$ cat src/rtl/pipe_stage_reg.sv
// Two-entry skid-buffered pipeline register: a main entry drives the outputs and a
// skid entry absorbs one extra beat, so in_ready is registered and never combinational.
module pipe_stage_reg #(
    parameter int DATA_W   = 16,
    parameter int CTRL_W   = 8,
    parameter int CLR_DATA = 0
) (
    input  logic              clk,
    input  logic              rst_n,
    input  logic              in_valid,
    output logic              in_ready,
    input  logic [DATA_W-1:0] in_data,
    input  logic [CTRL_W-1:0] in_ctrl,
    input  logic              stall,
    input  logic              flush,
    output logic              out_valid,
    input  logic              out_ready,
    output logic [DATA_W-1:0] out_data,
    output logic [CTRL_W-1:0] out_ctrl,
    output logic [1:0]        occupancy
);

    typedef enum logic [1:0] {
        EMPTY = 2'd0,
        ONE   = 2'd1,
        TWO   = 2'd2
    } state_t;

    state_t              state_r;
    state_t              state_next_s;
    logic                in_ready_r;
    logic                out_valid_r;
    logic [DATA_W-1:0]   main_data_r;
    logic [CTRL_W-1:0]   main_ctrl_r;
    logic [DATA_W-1:0]   skid_data_r;
    logic [CTRL_W-1:0]   skid_ctrl_r;
    logic                accept_s;
    logic                pop_s;
    logic                load_main_in_s;
    logic                load_main_skid_s;
    logic                load_skid_in_s;
    logic                clr_main_ctrl_s;

    // Next-state decode and storage load strobes.
    always_comb begin
        accept_s         = in_valid & in_ready_r & ~flush;
        pop_s            = out_valid_r & out_ready & ~stall;
        state_next_s     = state_r;
        load_main_in_s   = 1'b0;
        load_main_skid_s = 1'b0;
        load_skid_in_s   = 1'b0;
        clr_main_ctrl_s  = 1'b0;
        if (flush) begin
            state_next_s = EMPTY;
        end else begin
            case (state_r)
                EMPTY: begin
                    if (accept_s) begin
                        state_next_s   = ONE;
                        load_main_in_s = 1'b1;
                    end else begin
                        state_next_s = EMPTY;
                    end
                end
                ONE: begin
                    if (accept_s && !pop_s) begin
                        state_next_s   = TWO;
                        load_skid_in_s = 1'b1;
                    end else if (pop_s && !accept_s) begin
                        state_next_s    = EMPTY;
                        clr_main_ctrl_s = 1'b1;
                    end else if (accept_s && pop_s) begin
                        state_next_s   = ONE;
                        load_main_in_s = 1'b1;
                    end else begin
                        state_next_s = ONE;
                    end
                end
                TWO: begin
                    if (pop_s) begin
                        state_next_s     = ONE;
                        load_main_skid_s = 1'b1;
                    end else begin
                        state_next_s = TWO;
                    end
                end
                default: begin
                    state_next_s = EMPTY;
                end
            endcase
        end
    end

    // State register plus registered handshake flags derived from the next state.
    always_ff @(posedge clk or negedge rst_n) begin
        if (!rst_n) begin
            state_r     <= EMPTY;
            in_ready_r  <= 1'b0;
            out_valid_r <= 1'b0;
        end else begin
            state_r     <= state_next_s;
            in_ready_r  <= (state_next_s != TWO);
            out_valid_r <= (state_next_s != EMPTY);
        end
    end

    // Payload and control storage; flush kills ctrl always, payload only with CLR_DATA.
    always_ff @(posedge clk or negedge rst_n) begin
        if (!rst_n) begin
            main_data_r <= {DATA_W{1'b0}};
            main_ctrl_r <= {CTRL_W{1'b0}};
            skid_data_r <= {DATA_W{1'b0}};
            skid_ctrl_r <= {CTRL_W{1'b0}};
        end else if (flush) begin
            main_ctrl_r <= {CTRL_W{1'b0}};
            skid_ctrl_r <= {CTRL_W{1'b0}};
            if (CLR_DATA != 0) begin
                main_data_r <= {DATA_W{1'b0}};
                skid_data_r <= {DATA_W{1'b0}};
            end
        end else begin
            if (load_main_in_s) begin
                main_data_r <= in_data;
                main_ctrl_r <= in_ctrl;
            end else if (load_main_skid_s) begin
                main_data_r <= skid_data_r;
                main_ctrl_r <= skid_ctrl_r;
            end else if (clr_main_ctrl_s) begin
                main_ctrl_r <= {CTRL_W{1'b0}};
            end
            if (load_skid_in_s) begin
                skid_data_r <= in_data;
                skid_ctrl_r <= in_ctrl;
            end
        end
    end

    assign in_ready  = in_ready_r;
    assign out_valid = out_valid_r;
    assign out_data  = main_data_r;
    assign out_ctrl  = out_valid_r ? main_ctrl_r : {CTRL_W{1'b0}};
    assign occupancy = state_r;

endmodule

$ cat config.mk
export PLATFORM = sky130hd
export DESIGN_NAME = pipe_stage_reg
export DESIGN_NICKNAME = d
export VERILOG_FILES = /design/src/rtl/pipe_stage_reg.sv
export SDC_FILE = /design/constraint.sdc
export NUM_CORES = 1
export LEC_CHECK = 0
export BUFFER_PORTS_ARGS = -buffer_cell sky130_fd_sc_hd__clkbuf_2
export CAP_MARGIN = 25
export CORE_MARGIN = 3
export CORE_UTILIZATION = 35
export DETAILED_ROUTE_END_ITERATION = 8
export PLACE_DENSITY = 0.65
export SYNTH_ARGS = -nofsm -noshare
export SYNTH_HDL_FRONTEND = slang
export SYNTH_SLANG_ARGS = --single-unit
$ cat constraint.sdc
create_clock -name clk -period 2.3 [get_ports clk]
set_input_delay 0.46 -clock clk [delete_from_list [all_inputs] [get_ports clk]]
set_output_delay 0.46 -clock clk [all_outputs]
set_load 0.005 [all_outputs]
; ---- Word level (Yosys, flattened, before mapping)
; Cells that the tools add are included.
; W data, S select, Z words.
[totals]
regBits = 52
output_inout_bits = 28
wordCells = 59
[classes]
eq_ne = 3
n_mux = 31
bitwise = 6
reduce_logical = 12
[op_table]
columns = cell, n
row1 = $mux W8, 7
row2 = $mux W16, 2
row3 = $mux W1, 17
row4 = $mux W2, 3
row5 = $pmux W2 S3, 1
row6 = $reduce_bool A2 Y1, 3
row7 = $and A1 B1 Y1, 4
row8 = $reduce_and A2 Y1, 2
row9 = $reduce_bool A4 Y1, 1
row10 = $logic_and A1 B1 Y1, 3
row11 = $eq A2 B1 Y1 const B, 1
row12 = $eq A2 B2 Y1 const B, 1
row13 = $logic_not A1 Y1, 2
row14 = $logic_not A2 Y1, 1
row15 = $ne A2 B2 Y1 const B, 1
row16 = $not A1 Y1, 2
row17 = $pmux W1 S2, 1

; ---- Logic depth before layout (Yosys ltp)
; Gate-level depths: netlist of run 1.
[logic_depth]
ltp_word = 12
mapped_depth = 8
depth_no_buf = 7

; ---- Least setup slack after synthesis of run 1
; No wires, ideal clock.
[synth_path]
path_type = input port to flip-flop
start = input port flush
end = register main_data_r[3] (netlist: out_data[3])
setup_time_ns = 0.064
arrival_time_ns = 2.096
t_required_ns = 2.236
path_slack_ns = 0.140
cell_stages = 8
n_path_buf = 2
path_cell_list = clkbuf_1 > nor2_1 > ha_1 > nand2_1 > a211oi_2 > clkbuf_1 > a22o_1 > a21o_1
[synth_via]
elab_chain_cells = 10
elab_cells_between_ends = 16
[synth_lines]
columns = item, line
row1 = from (decl), 15  ; input logic flush,
row2 = $not A1 Y1 (no source line), --
row3 = $and A1 B1 Y1, 46  ; accept_s = in_valid & in_ready_r & ~flush;
row4 = $logic_and A1 B1 Y1 or $logic_not A1 Y1 (tied branches), "72, 69"
row5 = $mux W1 or $logic_and A1 B1 Y1 (tied branches), "72, 69"
row6 = $mux W1, 69  ; end else if (pop_s && !accept_s) begin
row7 = $mux W1, 66  ; if (accept_s && !pop_s) begin
row8 = $pmux W1 S2, 56  ; case (state_r)
row9 = $mux W1, 53  ; if (flush) begin
row10 = $reduce_bool A2 Y1 (no source line), --
row11 = $reduce_and A2 Y1 (no source line), --
row12 = to (signal assigned), 110  ; main_data_r <= {DATA_W{1'b0}};
row13 = to (signal assigned), 118  ; main_data_r <= {DATA_W{1'b0}};
row14 = to (signal assigned), 123  ; main_data_r <= in_data;
row15 = to (decl), 33  ; logic [DATA_W-1:0] main_data_r;
; Parallel ways exist; a longest one is shown, timed or not.
; A chain may end at the register's enable or synchronous reset.

; ---- Worst setup path after layout of run 1
[layout_path]
start = register in_ready_r (netlist: in_ready)
end = register main_data_r[10] (netlist: out_data[10])
[layout_via]
elab_chain_cells = 10
elab_cells_between_ends = 15
[layout_lines]
columns = item, line
row1 = from (decl), 31  ; logic in_ready_r;
row2 = from (signal assigned), 102  ; in_ready_r <= (state_next_s != TWO);
row3 = $and A1 B1 Y1 (*) (2 in series), 46
row4 = $logic_and A1 B1 Y1 or $logic_not A1 Y1 (tied branches), "72, 69"
row5 = $mux W1 or $logic_and A1 B1 Y1 (tied branches), "72, 69"
row6 = $mux W1, 69
row7 = $mux W1, 66
row8 = $pmux W1 S2 (*), 56
row9 = $mux W1 (*), 53
row10 = $reduce_bool A2 Y1 (no source line), --
row11 = $reduce_and A2 Y1 (no source line), --
; Mark *: on every way between the ends. The rest lies on a longest branch, timed or not.

==> qor.csv, run 1 <==
metric,value,unit
vias in the first global route,1694,
Routed Antenna Nets,0,
Port-buffer cells,57,
critical path required time,2540,ps
RePlAce Congestion,0.778,
Setup crit end kind,flop,
"critical path, cell by cell",nand2_1 > nor2_1 > ha_1 > nand2_1 > a211oi_4 > buf_12 > a22o_1 > a21o_1,
WP data arrival,2100,ps
CP Capture Point,out_data[10],
Worst path most repeated cell,nand2_1,
TritonCTS clock tree,done,
worst-path maximum fanout,24,
final hold violation count,0,
"setup slack, reg-to-reg",440,ps
critical path launch point type,flop,
Leak,1.46,nW
Syn Std Cell Area,0.00231,mm2
top-count cell post-synth,dfrtp_1,
synthesis-stage register bit count,52,
TNS Setup,0,ps
Post-Route WL,4700,um
Die Y-Extent,87.3,um
post-synthesis sequential area ratio,56.2,%
Num CTS Buffers,5,
fraction of layout cells with a size suffix above 1,37.0,%
Max Transition Viols Final,0,
worst slew pin tran,744,ps
commonest cells in the netlist,"dfrtp_1 (52), a22o_1 (24), a21o_1 (17), mux2_1 (12), a21oi_1 (11)",
"Power, Total",2.17,mW
Resize count post-CTS,0,
largest net degree at the start of global routing,53,
Synth area leaders,"dfrtp_1 (56%), a22o_1 (9.1%), mux2_1 (5.8%)",
Site Rows,29,
Worst Hold Class,in -> async,
drt wl/cell,14.6,um
Fmax,537,MHz
asr flop ratio synth,100,%
half-perimeter wire length after placement,3350,um
CTS sink cnt,52,
CP Class,reg -> reg,
Post-Place Cell Area,0.00273,mm2
Post-synth top flop,dfrtp_1,
Post-CTS Setup Bufs,0,
Worst R2R End,out_data[10],
RSZ-0062 raised after global routing,false,
RR Startpoint,in_ready,
DIE AREA,0.00763,mm2
R2R cell count,8,
via/cell ratio,5.02,
non-filler instance count after layout,323,
cell area after layout,0.00284,mm2
VDD IR max,0.000319,V
# DRC,0,
YS warnings,0,
IO Count,58,
cts hold-fix bufs,0,
Post-Syn Instances,181,
global-route wire length before repair,8050,um
DP Cell Count,315,
vias post-DR,1620,
largest area contributor in the netlist,dfrtp_1,
H-Tree Depth,2,
final period utilization,80.9,%
overall routing resource usage,13.3,%
Pre-Repair DR Iteration Count,4,
Crit path largest cell delay,440,ps
Clock transition at path regs,90,ps
outcome,finished clean,
fin crit period,1860,ps
clock buffer depth,2,
clock skew,6.58,ps
Synth top area share,56.2,%
max-cap violation count,0,
Synth Net Count,214,
core area,0.00639,mm2
n_diodes,0,
Root Buffer,clkbuf_8,
Slew headroom,50.4,%
Worst-Skew Late Latency,300,ps
1st-iter DRT viols,106,
Post-synth EDFFs,0,
initial antenna violation count,0,
"Avg Cell Area, Syn",12.8,um2
Area growth syn-to-layout,22.7,%
Yosys cell types,29,
global route total overflow,0,
Hold Slack,264,ps
Worst Setup SP,in_ready,
Die Width,87.3,um
setup violators final,0,
slowest cell on the critical path,dfrtp_1,
# nets final,278,
PD cells,766,mW/mm2
Initial Utilization,36.2,%
==> layer usage <==
metal	vias up	wire (um)	share of wire [%]	track usage, %
met3	2	219	4.7	3.12
met5	-	0	0	0
met1	795	2200	47	18.2
met4	0	19	0.40	3.77
met2	34	2270	48	21.1
li1	789	-	-	-
==> area by class of cell <==
cell class | instances | area (um2)
clock inverter | 2 | 35.0
inverter | 3 | 11.3
timing repair buffer | 65 | 370
multi-input combinational | 118 | 953
tap | 77 | 96.3
fill | 622 | 3550
sequential | 52 | 1300
clock buffer | 6 | 72.6
==> power breakdown <==
group	internal (mW)	leakage [nW]	switching (mW)
Sequential	1.09	0.661	0.0927
Combinational	0.215	0.743	0.172
Clock	0.323	0.0552	0.281
==> state kept, by name, summed over array words and instances, names as in the netlist <==
register	count
out_data	16
out_valid	1
skid_ctrl_r	8
main_ctrl_r	8
skid_data_r	16
occupancy	2
in_ready	1
==> critical path, delay by kind of cell (launching register included) <==
family	cells	cell delay [ps]
AOI/OAI and AO/OA	3	580
and+or+nand+nor	3	370
buffers and inverters	1	210
DFF	1	440
adders and majority gates	1	210
==> cell usage in the layout (no fill, tap or decap), drive strengths merged <==
cell     instances
clkinv           1
nand2            5
a31oi            1
nor2b            2
nor2            13
nand4b           1
nand4bb          1
bufinv           1
o21bai           1
buf              8
and2             8
o21a             1
ha               3
mux2            16
o2bb2ai          8
nor4b            1
nand3b           3
dfrtp           52
inv              3
a21oi           11
a22o            24
clkbuf          63
nor3             1
a211oi           1
a21o            17
==> cell families after synthesis <==
logic type	after synthesis	synth area share, %
muxes	16	7.78
adders and majority gates	3	1.62
DFF	52	56.2
buffers and inverters	11	2.92
and+or+nand+nor	35	10.0
AOI/OAI and AO/OA	64	21.5
==> metrics by stage <==
| stage | util [%] | setup slack [ps] |
|---|---|---|
| 3_5_place_dp | 42.8 | 287 |
| 3_3_place_gp | 42.8 | 379 |
| 6_report | 44.5 | 439 |
| 2_1_floorplan | - | 140 |
| 5_1_grt | 44.5 | 210 |
| 4_1_cts | 44.5 | 417 |
==> how the worst min path moves through the flow <==
stage	endpoint	slack, ps
floorplan	in_ready	160
global placement	out_data[7]	460
CTS	out_data[15]	290
detailed placement	out_data[7]	470
finish	out_data[8]	260
global route	out_data[8]	320
Power figures use the tool's default switching activity.
==> run 2, diff against run 1 <==
--- a/config.mk
+++ b/config.mk
@@ -10,7 +10,7 @@
 export CORE_MARGIN = 3
 export CORE_UTILIZATION = 35
 export DETAILED_ROUTE_END_ITERATION = 8
-export PLACE_DENSITY = 0.65
+export PLACE_DENSITY = 0.68
 export SYNTH_ARGS = -nofsm -noshare
 export SYNTH_HDL_FRONTEND = slang
 export SYNTH_SLANG_ARGS = --single-unit
==> constraint.sdc (replaced) <==
create_clock -name clk -period 1.57 [get_ports clk]
set_input_delay 0.314 -clock clk [delete_from_list [all_inputs] [get_ports clk]]
set_output_delay 0.314 -clock clk [all_outputs]
set_load 0.005 [all_outputs]
==> run 2 against run 1 <==
  * The run now ends with setup timing left
  * Count of clock-buffer cells in the layout is the same
  * Die area is the same
  * Clock skew grew 0.54 ps
  * Hold slack lost 21 ps
  * Via count grew 9.4%
  * Cell count grew 7.1%
  * Wire length grew 16%
  * Flip-flop and latch count is the same
  * First-iteration DRC count shrank 37%
  * Critical path depth is the same
  * Power grew 59%
  * Utilization grew 6.8 points
  * Critical path type unchanged
==> qor.csv, run 2 (synthesis gave the netlist of run 1 again) <==
metric,value,unit,change
final hold violation count,0,,unchanged
max-cap violation count,0,,unchanged
failing checks,setup timing,,
clock buffer depth,2,,unchanged
DIE AREA,0.00763,mm2,unchanged
IO Count,58,,unchanged
VDD IR max,0.000458,V,+44%
clock skew,7.12,ps,+0.538 ps
global route total overflow,0,,unchanged
cell area after layout,0.00328,mm2,+15%
Worst-Skew Late Latency,300,ps,about the same
non-filler instance count after layout,346,,+7.1%
"commonest cells after routing, fill and taps aside","clkbuf_2 (57), dfrtp_1 (51), a22o_1 (24)",,
Post-Place Cell Area,0.00292,mm2,+6.8%
initial antenna violation count,0,,unchanged
footprint of the multi-input gates,0.00110,mm2,+16%
RSZ-0062 raised after global routing,true,,
"Power, Total",3.46,mW,+59%
Post-Route WL,5440,um,+16%
vias post-DR,1773,,+9.4%
1st-iter DRT viols,67,,-37%
Port-buffer cells,57,,unchanged
Die Y-Extent,87.3,um,unchanged
Die Width,87.3,um,unchanged
worst-path maximum fanout,17,,-29%
family with the most delay on the worst path,simple AND/OR/NAND/NOR gates,,
Clock transition at path regs,90,ps,about the same
fin crit period,1660,ps,-197 ps
Slew headroom,74.4,%,+24 points
Fmax,601,MHz,+12%
via/cell ratio,5.12,,+2.2%
overall routing resource usage,14.2,%,+0.93 points
setup violators final,40,,+40
Crit path largest cell delay,380,ps,-60 ps
WP buf/inv,2,,+1
worst slew pin tran,384,ps,-359 ps
RePlAce Congestion,0.755,,-2.9%
largest net degree at the start of global routing,53,,unchanged
critical path launch point type,flop,,
H-Tree Depth,2,,unchanged
Site Rows,29,,unchanged
fin worst setup slack,-94.5,ps,-533 ps
Num CTS Buffers,5,,unchanged
final period utilization,106,%,+25 points
Fillers,573,,-7.9%
Setup crit end kind,flop,,
Post-Place Worst Slack,-218,ps,-504 ps
slowest cell on the critical path,dfrtp_1,,
Pre-Repair DR Iteration Count,4,,unchanged
PD cells,1060,mW/mm2,+38%
Register Area,0.00130,mm2,about the same
fraction of layout cells with a size suffix above 1,51.3,%,+14 points
Max Transition Viols Final,0,,unchanged
half-perimeter wire length after placement,3680,um,+9.7%
DP Cell Count,329,,+4.4%
CTS sink cnt,52,,unchanged
vias in the first global route,1738,,+2.6%
Routed Antenna Nets,0,,unchanged
TritonCTS clock tree,done,,
critical path required time,1760,ps,-780 ps
"critical path, cell by cell",nand2_2 > nor2_4 > buf_12 > ha_4 > nand2_4 > nor2_4 > buf_12 > mux2_2,,
core area,0.00639,mm2,unchanged
Worst Hold Class,in -> reg,,
# DRC,0,,unchanged
fin util,51.3,%,+6.8 points
"commonest non-fill, non-tap cell in the layout",clkbuf_2,,
Area growth syn-to-layout,41.5,%,
global-route wire length before repair,8600,um,+6.9%
# nets final,301,,+8.3%
n_diodes,0,,unchanged
WP data arrival,1860,ps,-240 ps
outcome,"finished, violations left",,
Initial Utilization,36.2,%,unchanged
Root Buffer,clkbuf_8,,
CP Class,reg -> reg,,
drt wl/cell,15.7,um,+8.0%
Leak,1.66,nW,+14%
## run 2: cell types whose count changed in the layout (fill, tap and decap cells not counted), moves of 2 or more
cell       change
buf_12         +4
buf_4          +8
buf_6          +7
ha_1           -3
ha_4           +2
mux2_1         -7
mux2_2         -2
mux2_4         +9
nand2_1        -3
nand2_4        +2
nor2_4         +3
o2bb2ai_1      -6
o2bb2ai_2      +6
## run 2: stage by stage
step | setup TNS (ps) | hold slack (ps)
CTS | -1220 | 231
global placement | -5160 | 327
global route | -6070 | 231
floorplan | -4090 | 18.4
finish | -2320 | 244
detailed placement | -6420 | 332
## run 2: path summary, 6_finish.rpt
kind / start / end / slack (ps) / cells after the start
max: in_ready / skid_data_r[2] / -90 / 8
min: in_data[7] / skid_data_r[7] / 240 / 2
max reg2reg: in_ready / skid_data_r[2] / -90 / 8
min reg2reg: out_data[2] / out_data[2] / 490 / 1
max in group asynchronous: rst_n / out_valid / 790 / 3
min in group asynchronous: rst_n / main_ctrl_r[5] / 530 / 3
## run 2: power by group
| group | internal, mW | switching [mW] |
|---|---|---|
| Sequential | 1.60 | 0.144 |
| Combinational | 0.446 | 0.306 |
| Clock | 0.522 | 0.446 |
| Total | 2.57 | 0.895 |
## run 2: routing by layer
metal  up-vias  share of wire [%]  track usage [%]
met2        55                 48             22.5
met4         0               0.70             3.35
met3         6                4.2             2.65
met1       876                 47             20.2
met5         -                  0                0
li1        836                  -                -
## run 2: what timing repair did
| item | CTS | global route |
|---|---|---|
| pin swaps | 13 | 5 |
| cloned | 3 | 0 |
| resized for setup | 14 | 20 |
| hold buffers | 1 | 0 |
| hold endpoints to repair | 11 | 0 |
| endpoints found under the setup margin | 48 | 40 |
| setup buffers | 4 | 2 |
## run 2: final cells by class
cell class | instances | area share [%]
multi-input combinational | 119 | 33.7
clock buffer | 6 | 2.52
clock inverter | 2 | 1.18
inverter | 3 | 0.344
sequential | 52 | 39.8
tap | 77 | 2.94
timing repair buffer | 87 | 19.6
